File: config.mk
export PLATFORM = sky130hd
export DESIGN_NAME = mem_responder_flat
export DESIGN_NICKNAME = d
export VERILOG_FILES = /design/src/rtl/mem_responder_pkg.sv /design/src/rtl/mem_responder_if.sv /design/src/rtl/mem_responder_mem_array.sv /design/src/rtl/mem_responder.sv /design/src/flat_wrapper.sv
export SDC_FILE = /design/constraint.sdc
export NUM_CORES = 2
export LEC_CHECK = 0
export CORE_ASPECT_RATIO = 1.4
export CORE_MARGIN = 5
export CORE_UTILIZATION = 50
export DETAILED_ROUTE_END_ITERATION = 8
export GPL_ROUTABILITY_DRIVEN = 1
export PLACE_DENSITY = 0.65
export SETUP_SLACK_MARGIN = 0.05
export SLEW_MARGIN = 20
export SYNTH_ARGS = -nofsm -noshare
export SYNTH_HDL_FRONTEND = slang
export SYNTH_HIERARCHICAL = 1
export SYNTH_SLANG_ARGS = --single-unit
File: constraint.sdc
create_clock -name clk -period 9.45 [get_ports clk]
set_input_delay 1.4175 -clock clk [delete_from_list [all_inputs] [get_ports clk]]
set_output_delay 1.4175 -clock clk [all_outputs]
set_load 0.02 [all_outputs]
File: src/rtl/mem_responder_pkg.sv
// Shared types and sizes for the memory responder: FSM states, latched request, bus widths.
package mem_responder_pkg;
    localparam int ADDR_W          = 8;
    localparam int DATA_W          = 8;
    localparam int INSTR_W         = 24;
    localparam int WAIT_CYCLES_DEF = 1;

    typedef enum logic [1:0] {S_IDLE, S_WAIT, S_BEAT, S_RESP} state_t;

    typedef struct packed {
        logic              ifetch;
        logic              we;
        logic [ADDR_W-1:0] addr;
        logic [DATA_W-1:0] wdata;
    } req_t;
endpackage

File: src/rtl/mem_responder_if.sv
// Core-to-responder request/response bundle.
interface mem_responder_if;
    import mem_responder_pkg::*;
    logic               req;
    logic               ifetch;
    logic               we;
    logic [ADDR_W-1:0]  addr;
    logic [DATA_W-1:0]  wdata;
    logic [DATA_W-1:0]  rdata;
    logic [INSTR_W-1:0] instr;
    logic               ack;
    logic               busy;

    modport master (output req, ifetch, we, addr, wdata, input rdata, instr, ack, busy);
    modport slave  (input req, ifetch, we, addr, wdata, output rdata, instr, ack, busy);
endinterface

File: src/rtl/mem_responder_mem_array.sv
// 256x8 storage: synchronous write, combinational read, contents never reset.
module mem_array
    import mem_responder_pkg::*;
(
    input  logic              clk,
    input  logic              we,
    input  logic [ADDR_W-1:0] addr,
    input  logic [DATA_W-1:0] wdata,
    output logic [DATA_W-1:0] rdata
);
    logic [DATA_W-1:0] mem [0:(1<<ADDR_W)-1];

    always_ff @(posedge clk)
        if (we) mem[addr] <= wdata;

    assign rdata = mem[addr];
endmodule

File: src/rtl/mem_responder.sv
// Multicycle memory responder: optional wait states, one beat per data access,
// three beats per 24-bit instruction fetch, single-cycle ack.
module mem_responder
    import mem_responder_pkg::*;
#(
    parameter int WAIT_CYCLES = WAIT_CYCLES_DEF
) (
    input  logic          clk,
    input  logic          RST,
    mem_responder_if.slave bus
);
    localparam state_t     BEAT_ENTRY = (WAIT_CYCLES == 0) ? S_BEAT : S_WAIT;
    localparam logic [3:0] WAIT_LAST  = 4'((WAIT_CYCLES == 0) ? 0 : WAIT_CYCLES - 1);

    state_t               state;
    req_t                 lat;
    logic [3:0]           wait_cnt;
    logic [1:0]           beat_cnt;
    logic [DATA_W-1:0]    rdata_q;
    logic [INSTR_W-1:0]   instr_q;
    logic                 ack_q;
    logic [ADDR_W-1:0]    mem_addr;
    logic [DATA_W-1:0]    mem_rdata;
    logic                 mem_we;

    // Fetch beats walk forward from the latched address, wrapping at 8 bits.
    assign mem_addr = lat.addr + ADDR_W'(beat_cnt);
    // Decoded from the live state so an async reset in BEAT suppresses the write.
    assign mem_we   = (state == S_BEAT) && lat.we && !lat.ifetch;

    mem_array u_mem (
        .clk   (clk),
        .we    (mem_we),
        .addr  (mem_addr),
        .wdata (lat.wdata),
        .rdata (mem_rdata)
    );

    always_ff @(posedge clk or posedge RST) begin
        if (RST) begin
            state    <= S_IDLE;
            lat      <= '0;
            wait_cnt <= '0;
            beat_cnt <= '0;
            rdata_q  <= '0;
            instr_q  <= '0;
            ack_q    <= 1'b0;
        end else begin
            ack_q <= 1'b0;
            case (state)
                S_IDLE: if (bus.req) begin
                    lat      <= '{ifetch: bus.ifetch, we: bus.we, addr: bus.addr, wdata: bus.wdata};
                    beat_cnt <= '0;
                    wait_cnt <= '0;
                    state    <= BEAT_ENTRY;
                end
                S_WAIT: if (wait_cnt == WAIT_LAST) begin
                    wait_cnt <= '0;
                    state    <= S_BEAT;
                end else begin
                    wait_cnt <= wait_cnt + 4'd1;
                end
                S_BEAT: if (lat.ifetch) begin
                    case (beat_cnt)
                        2'd0:    instr_q[23:16] <= mem_rdata;
                        2'd1:    instr_q[15:8]  <= mem_rdata;
                        default: instr_q[7:0]   <= mem_rdata;
                    endcase
                    if (beat_cnt == 2'd2) begin
                        state <= S_RESP;
                        ack_q <= 1'b1;
                    end else begin
                        beat_cnt <= beat_cnt + 2'd1;
                        state    <= BEAT_ENTRY;
                    end
                end else begin
                    if (!lat.we) rdata_q <= mem_rdata;
                    state <= S_RESP;
                    ack_q <= 1'b1;
                end
                S_RESP:  state <= S_IDLE;
                default: state <= S_IDLE;
            endcase
        end
    end

    assign bus.rdata = rdata_q;
    assign bus.instr = instr_q;
    assign bus.ack   = ack_q;
    assign bus.busy  = (state != S_IDLE);
endmodule

File: src/flat_wrapper.sv
// flat-port wrapper written by rule: the top's interface ports become plain ports
module mem_responder_flat import mem_responder_pkg::*;
#(
    parameter int WAIT_CYCLES = WAIT_CYCLES_DEF
)
  (clk, RST, bus_req, bus_ifetch, bus_we, bus_addr, bus_wdata, bus_rdata, bus_instr, bus_ack, bus_busy);
  mem_responder_if bus_i ();
  input  logic clk;
  input  logic RST;
  input wire logic [$bits(bus_i.req)-1:0] bus_req;
  input wire logic [$bits(bus_i.ifetch)-1:0] bus_ifetch;
  input wire logic [$bits(bus_i.we)-1:0] bus_we;
  input wire logic [$bits(bus_i.addr)-1:0] bus_addr;
  input wire logic [$bits(bus_i.wdata)-1:0] bus_wdata;
  output wire logic [$bits(bus_i.rdata)-1:0] bus_rdata;
  output wire logic [$bits(bus_i.instr)-1:0] bus_instr;
  output wire logic [$bits(bus_i.ack)-1:0] bus_ack;
  output wire logic [$bits(bus_i.busy)-1:0] bus_busy;
  assign bus_i.req = bus_req;
  assign bus_i.ifetch = bus_ifetch;
  assign bus_i.we = bus_we;
  assign bus_i.addr = bus_addr;
  assign bus_i.wdata = bus_wdata;
  assign bus_rdata = bus_i.rdata;
  assign bus_instr = bus_i.instr;
  assign bus_ack = bus_i.ack;
  assign bus_busy = bus_i.busy;
  mem_responder #(.WAIT_CYCLES(WAIT_CYCLES)) u_core (.clk(clk), .RST(RST), .bus(bus_i));
endmodule
==> results.md <==
- The total routing resource utilization after global routing is 0.2310.
- The number of global-route vias before repair is 39,418.
- For this run, the detailed router's first-pass iteration total came to 8.
- The shortest period the worst path allows is approximately 5.9 ns.
- The commonest cells after synthesis are edfxtp_1 (2,048), mux4_2 (512), a22oi_1 (256), nor2_1 (235), clkbuf_1 (147).
- The total nets after synthesis is 3,743.
- The cell with the most instances on the worst path is buf_4.
- On the worst path, the slowest cell contributes a delay of approximately 1.3 ns.
- For the pin with the worst max-slew slack, the measured transition is between 1 and 1.5 ns.
- Relative to the synthesized area, the layout overhead comes to 11.41%.
- Entering global routing, the biggest net connects 208 pins.
- The number of different library cells in the post-synthesis netlist is 38.
- The HPWL reported at the end of detailed placement is 114,300 um.
- The total length of routed met2 wires is 99,770 um.
- The worst path arrival time is 6.63 ns.
- The final number of max-transition violations is 0.
- The average cell area after synthesis is about 22 sq um.
- The Yosys step of the flow raised 6 warnings.
- The internal power of the cells is 21.07 mW.
- Of the post-synthesis cell area, the dominant cell type holds 0.7608.
- The count of endpoints failing hold in the final timing report is 0.
- The flow ran to the end, and the final reports show no timing, DRC or antenna violations.
- OpenSTA, run right after detailed placement, puts the worst setup slack at 3.556 ns.
- The uppermost layer routed is met5.
- The clock tree skew after final layout is 0.03976 ns.
- The number of antenna-violating nets in the routed design is 0.
- At the end of routability-driven placement, the weighted congestion stood at 0.8330.
- The mean number of vias per cell is 6.337.
- The tool flagged a number of max-cap violations equal to 0.
- After synthesis the netlist holds a flip-flop and latch count of 2,107.
- The maximum fanout count along the critical path is 48.
- The total negative slack for setup checks is 0 ns.
- The portion of the post-synthesis area used by sequential elements is 0.7791.
- The fraction of registers with async set/reset is 0.02800.
- Of the total power, combinational logic draws 0.399.
- The tree is rooted in a clkbuf_16.
- The final worst setup slack is ~3.5 ns.
- The met3 layer wire length in the routed design is 15,150 um.
- The layout cell share with drive strength beyond 1 is 0.2421.
- The number of buffers inserted for hold repair after clock tree synthesis is 0.
- After global routing the overflow that remains totals 0.
- The share of total power dissipated in sequential elements is 0.372.
- The number of instances in the synthesized netlist is about 3,700.
- The floorplan has roughly 170 rows.
- The total area inside the core boundary comes to ~160,000 sq um.
- The top cell type by total area after synthesis is edfxtp_1.
- The number of nets in the final layout is 3,847.
- The sort of element at the end of the critical path is a flop.
- The flip-flop cell with the highest count after synthesis is edfxtp_1.
- The count of clock tree sinks is 2,107.
- The post-route clock period utilization is 0.6260.
- Based on the critical path, the design can be clocked at up to between 0.15 and 0.2 GHz.
- Summing every instance area after synthesis gives 80,830 sq um.
- The number of cells upsized or downsized after cts is 0.
- Counting along the longest clock path gives a buffer depth of 3.
- For this block, the routed nets add up to approximately 200,000 um of wire.
- The area enclosed by the die boundary is 169,900 sq um.
- The DRC violation total after the first TritonRoute iteration is between 4,000 and 5,000.
- The critical path launch point type is a flop.
- The global-route wire length before repair is roughly 280,000 um.
- The post-CTS setup buffer count is 0.
- Setup repair after global routing left no endpoint under its margin.
- Of the total power, the clock network draws 0.229.
- Port buffering added 54 buffers.
- Data on the critical path is required at its endpoint by 10.16 ns.
- The detailed-route via count is 38,606.
- By area the synthesized netlist is led by edfxtp_1 (76%), mux4_2 (14%), a22oi_1 (2.4%).
- VDD sags by at most 0.0004324 V.
- The path class of the tightest hold or removal check is flop to flop.
- The maximum level of the CTS H-tree is 4.
- The number of enable-type register cells in the synthesized netlist is roughly 2,000.
- Setup violations remaining at the end of the flow were counted as 0.
- Dividing the detail-routed wire length by the instance count gives between 30 and 40 um.
- The effective utilization at floorplan is 0.5031.
- In this run the horizontal extent of the chip is 349.8 um.
- The slowest library cell on the worst path is fa_4.
- The height of the die is 485.7 um.
- The clock input transition at the sequential cells of the worst setup and hold paths is approximately 0.060 ns.
- Buffers inserted during clock tree synthesis total ~190.
- During I/O placement, the number of pins put on the boundary was 55.
- The worst pin sits at a relative slew slack of 0.09322.
- Traced cell by cell, the critical path runs through ha_4, fa_4, buf_4, buf_4, mux4_2, a22oi_1, a21oi_1, o41ai_1, nand4_1, mux2_2.
- The cell leakage power is 27.40 nW.
- The net switching fraction of the power is 0.3594.
- In this run the power density over the cells is 365.2 nW/um^2.
- The final hold slack is 0.5063 ns.
- For this design the total switching power over the nets is ~12 mW.
- For the worst-skew pair, the clock arrives at the later sink with an insertion delay of ~0.8 ns.
- The worst setup path is of the flop to flop kind.
- TritonCTS built the clock tree.
- After detailed routing, the number of remaining DRC violations is 0.
- In the post-synthesis netlist, the cell with the most instances is edfxtp_1.
- The wire length on met1 is between 70,000 and 80,000 um.
- The number of antenna violations at the first check in global routing was 6.
-- path summary, 6_finish.rpt --
check | startpoint | end | depth (start not counted) | slack, ns
worst max-delay path | u_core/beat_cnt[0]$_DFFE_PP0P_ | u_core/bus.rdata[5]$_DFFE_PP0P_ | 10 | 3.53
worst min-delay path | u_core/bus.rdata[0]$_DFFE_PP0P_ | u_core/bus.rdata[0]$_DFFE_PP0P_ | 1 | 0.51
worst max register to register | u_core/beat_cnt[0]$_DFFE_PP0P_ | u_core/bus.rdata[5]$_DFFE_PP0P_ | 10 | 3.53
worst min register to register | u_core/bus.rdata[0]$_DFFE_PP0P_ | u_core/bus.rdata[0]$_DFFE_PP0P_ | 1 | 0.51
max in group asynchronous | RST | u_core/lat[6]$_DFFE_PP0P_ | 3 | 7.72
min in group asynchronous | RST | u_core/lat[3]$_DFFE_PP0P_ | 3 | 1.14
-- metal layers --
| metal | up-vias | global-route usage |
|---|---|---|
| met3 | 350 | 0.03957 |
| met1 | 20607 | 0.3058 |
| met4 | 2 | 0.09231 |
| li1 | 15866 | - |
| met5 | - | 0 |
| met2 | 1781 | 0.3870 |
-- cells by family (layout without fill, tap and decap cells) --
kind of cell             Yosys count  in the layout  synth area share
XOR/XNOR                           6              6         0.0006501
buffers and inverters            245            508           0.01421
AND/OR/NAND/NOR                  357            357           0.01881
flip-flops                      2107           2107            0.7791
AO/OA/AOI/OAI                    429            429           0.03628
multiplexers                     562            562            0.1496
adder cells (fa/ha/maj)            8              8          0.001331
other                              0              3                 0
-- flip-flops by register name (all words and copies together), names as in the netlist --
register	cells
u_core/beat_cnt	2
u_core/wait_cnt	4
u_core/bus.ack	1
u_core/bus.rdata	8
u_core/state	2
u_core/bus.instr	24
u_core/lat	18
u_core/u_mem/mem	2048
-- layout by cell type (no fill, tap or decap), types with 3 or more instances in the layout --
cell,count
bufinv_16,17
or2_2,3
xnor2_1,5
clkbuf_8,4
ha_1,6
clkinv_1,36
clkinvlp_4,7
clkdlybuf4s50_1,54
clkinv_2,37
nand2b_1,6
nand2_1,33
dfrtp_1,51
nand4_1,9
a22oi_1,256
o21ai_0,5
buf_12,11
o41ai_1,29
nor2b_1,8
inv_1,7
clkbuf_16,187
mux2_2,50
dfrtp_4,8
a21oi_1,128
nor2_1,233
clkinv_8,7
edfxtp_1,2048
nand3_1,15
o41ai_2,4
mux4_2,512
nand3_2,5
clkbuf_1,43
nor3_1,28
diode_2,3
buf_4,86
clkinv_16,5
-- power groups by stage --
stage	clock network, mW	logic [mW]	registers, mW
6_report	7.54	13.1	12.2
3_5_place_dp	0	13.1	12.5
2_1_floorplan	0	8.30	13.1
4_1_cts	7.68	13.2	12.3
5_1_grt	8.06	13.8	12.3
3_3_place_gp	0	13.0	12.5
-- stage by stage --
| stage | util | std cells | cell area (sq um) | total power, mW |
|---|---|---|---|---|
| final | 0.5605 | 6092 | 90050 | 32.89 |
| after global routing | 0.5604 | 6090 | 90050 | 34.15 |
| after CTS | 0.5601 | 6087 | 89990 | 33.14 |
| after detailed placement | 0.5223 | 5740 | 83910 | 25.61 |
| after global placement | 0.5223 | 5740 | 83910 | 25.47 |
| after floorplan | - | 3714 | 80830 | 21.35 |
-- critical path: cells and delay by family, from the launching register on --
| kind | cells | cell delay (ns) |
|---|---|---|
| buffers and inverters | 2 | 1.39 |
| flip-flops | 1 | 0.44 |
| multiplexers | 2 | 0.78 |
| AO/OA/AOI/OAI | 3 | 1.34 |
| AND/OR/NAND/NOR | 1 | 0.34 |
| adder cells (fa/ha/maj) | 2 | 1.45 |
-- layout make-up --
cell class | instances | area (sq um)
Antenna cell | 3 | 7.507
Clock buffer | 234 | 4896
Clock inverter | 113 | 1179
Fill cell | 11785 | 70620
Inverter | 8 | 30.03
Multi-Input combinational cell | 1362 | 16830
Sequential cell | 2107 | 63010
Tap cell | 2112 | 2643
Timing Repair Buffer | 153 | 1461
No activity file was read; power rests on OpenSTA's default activity.
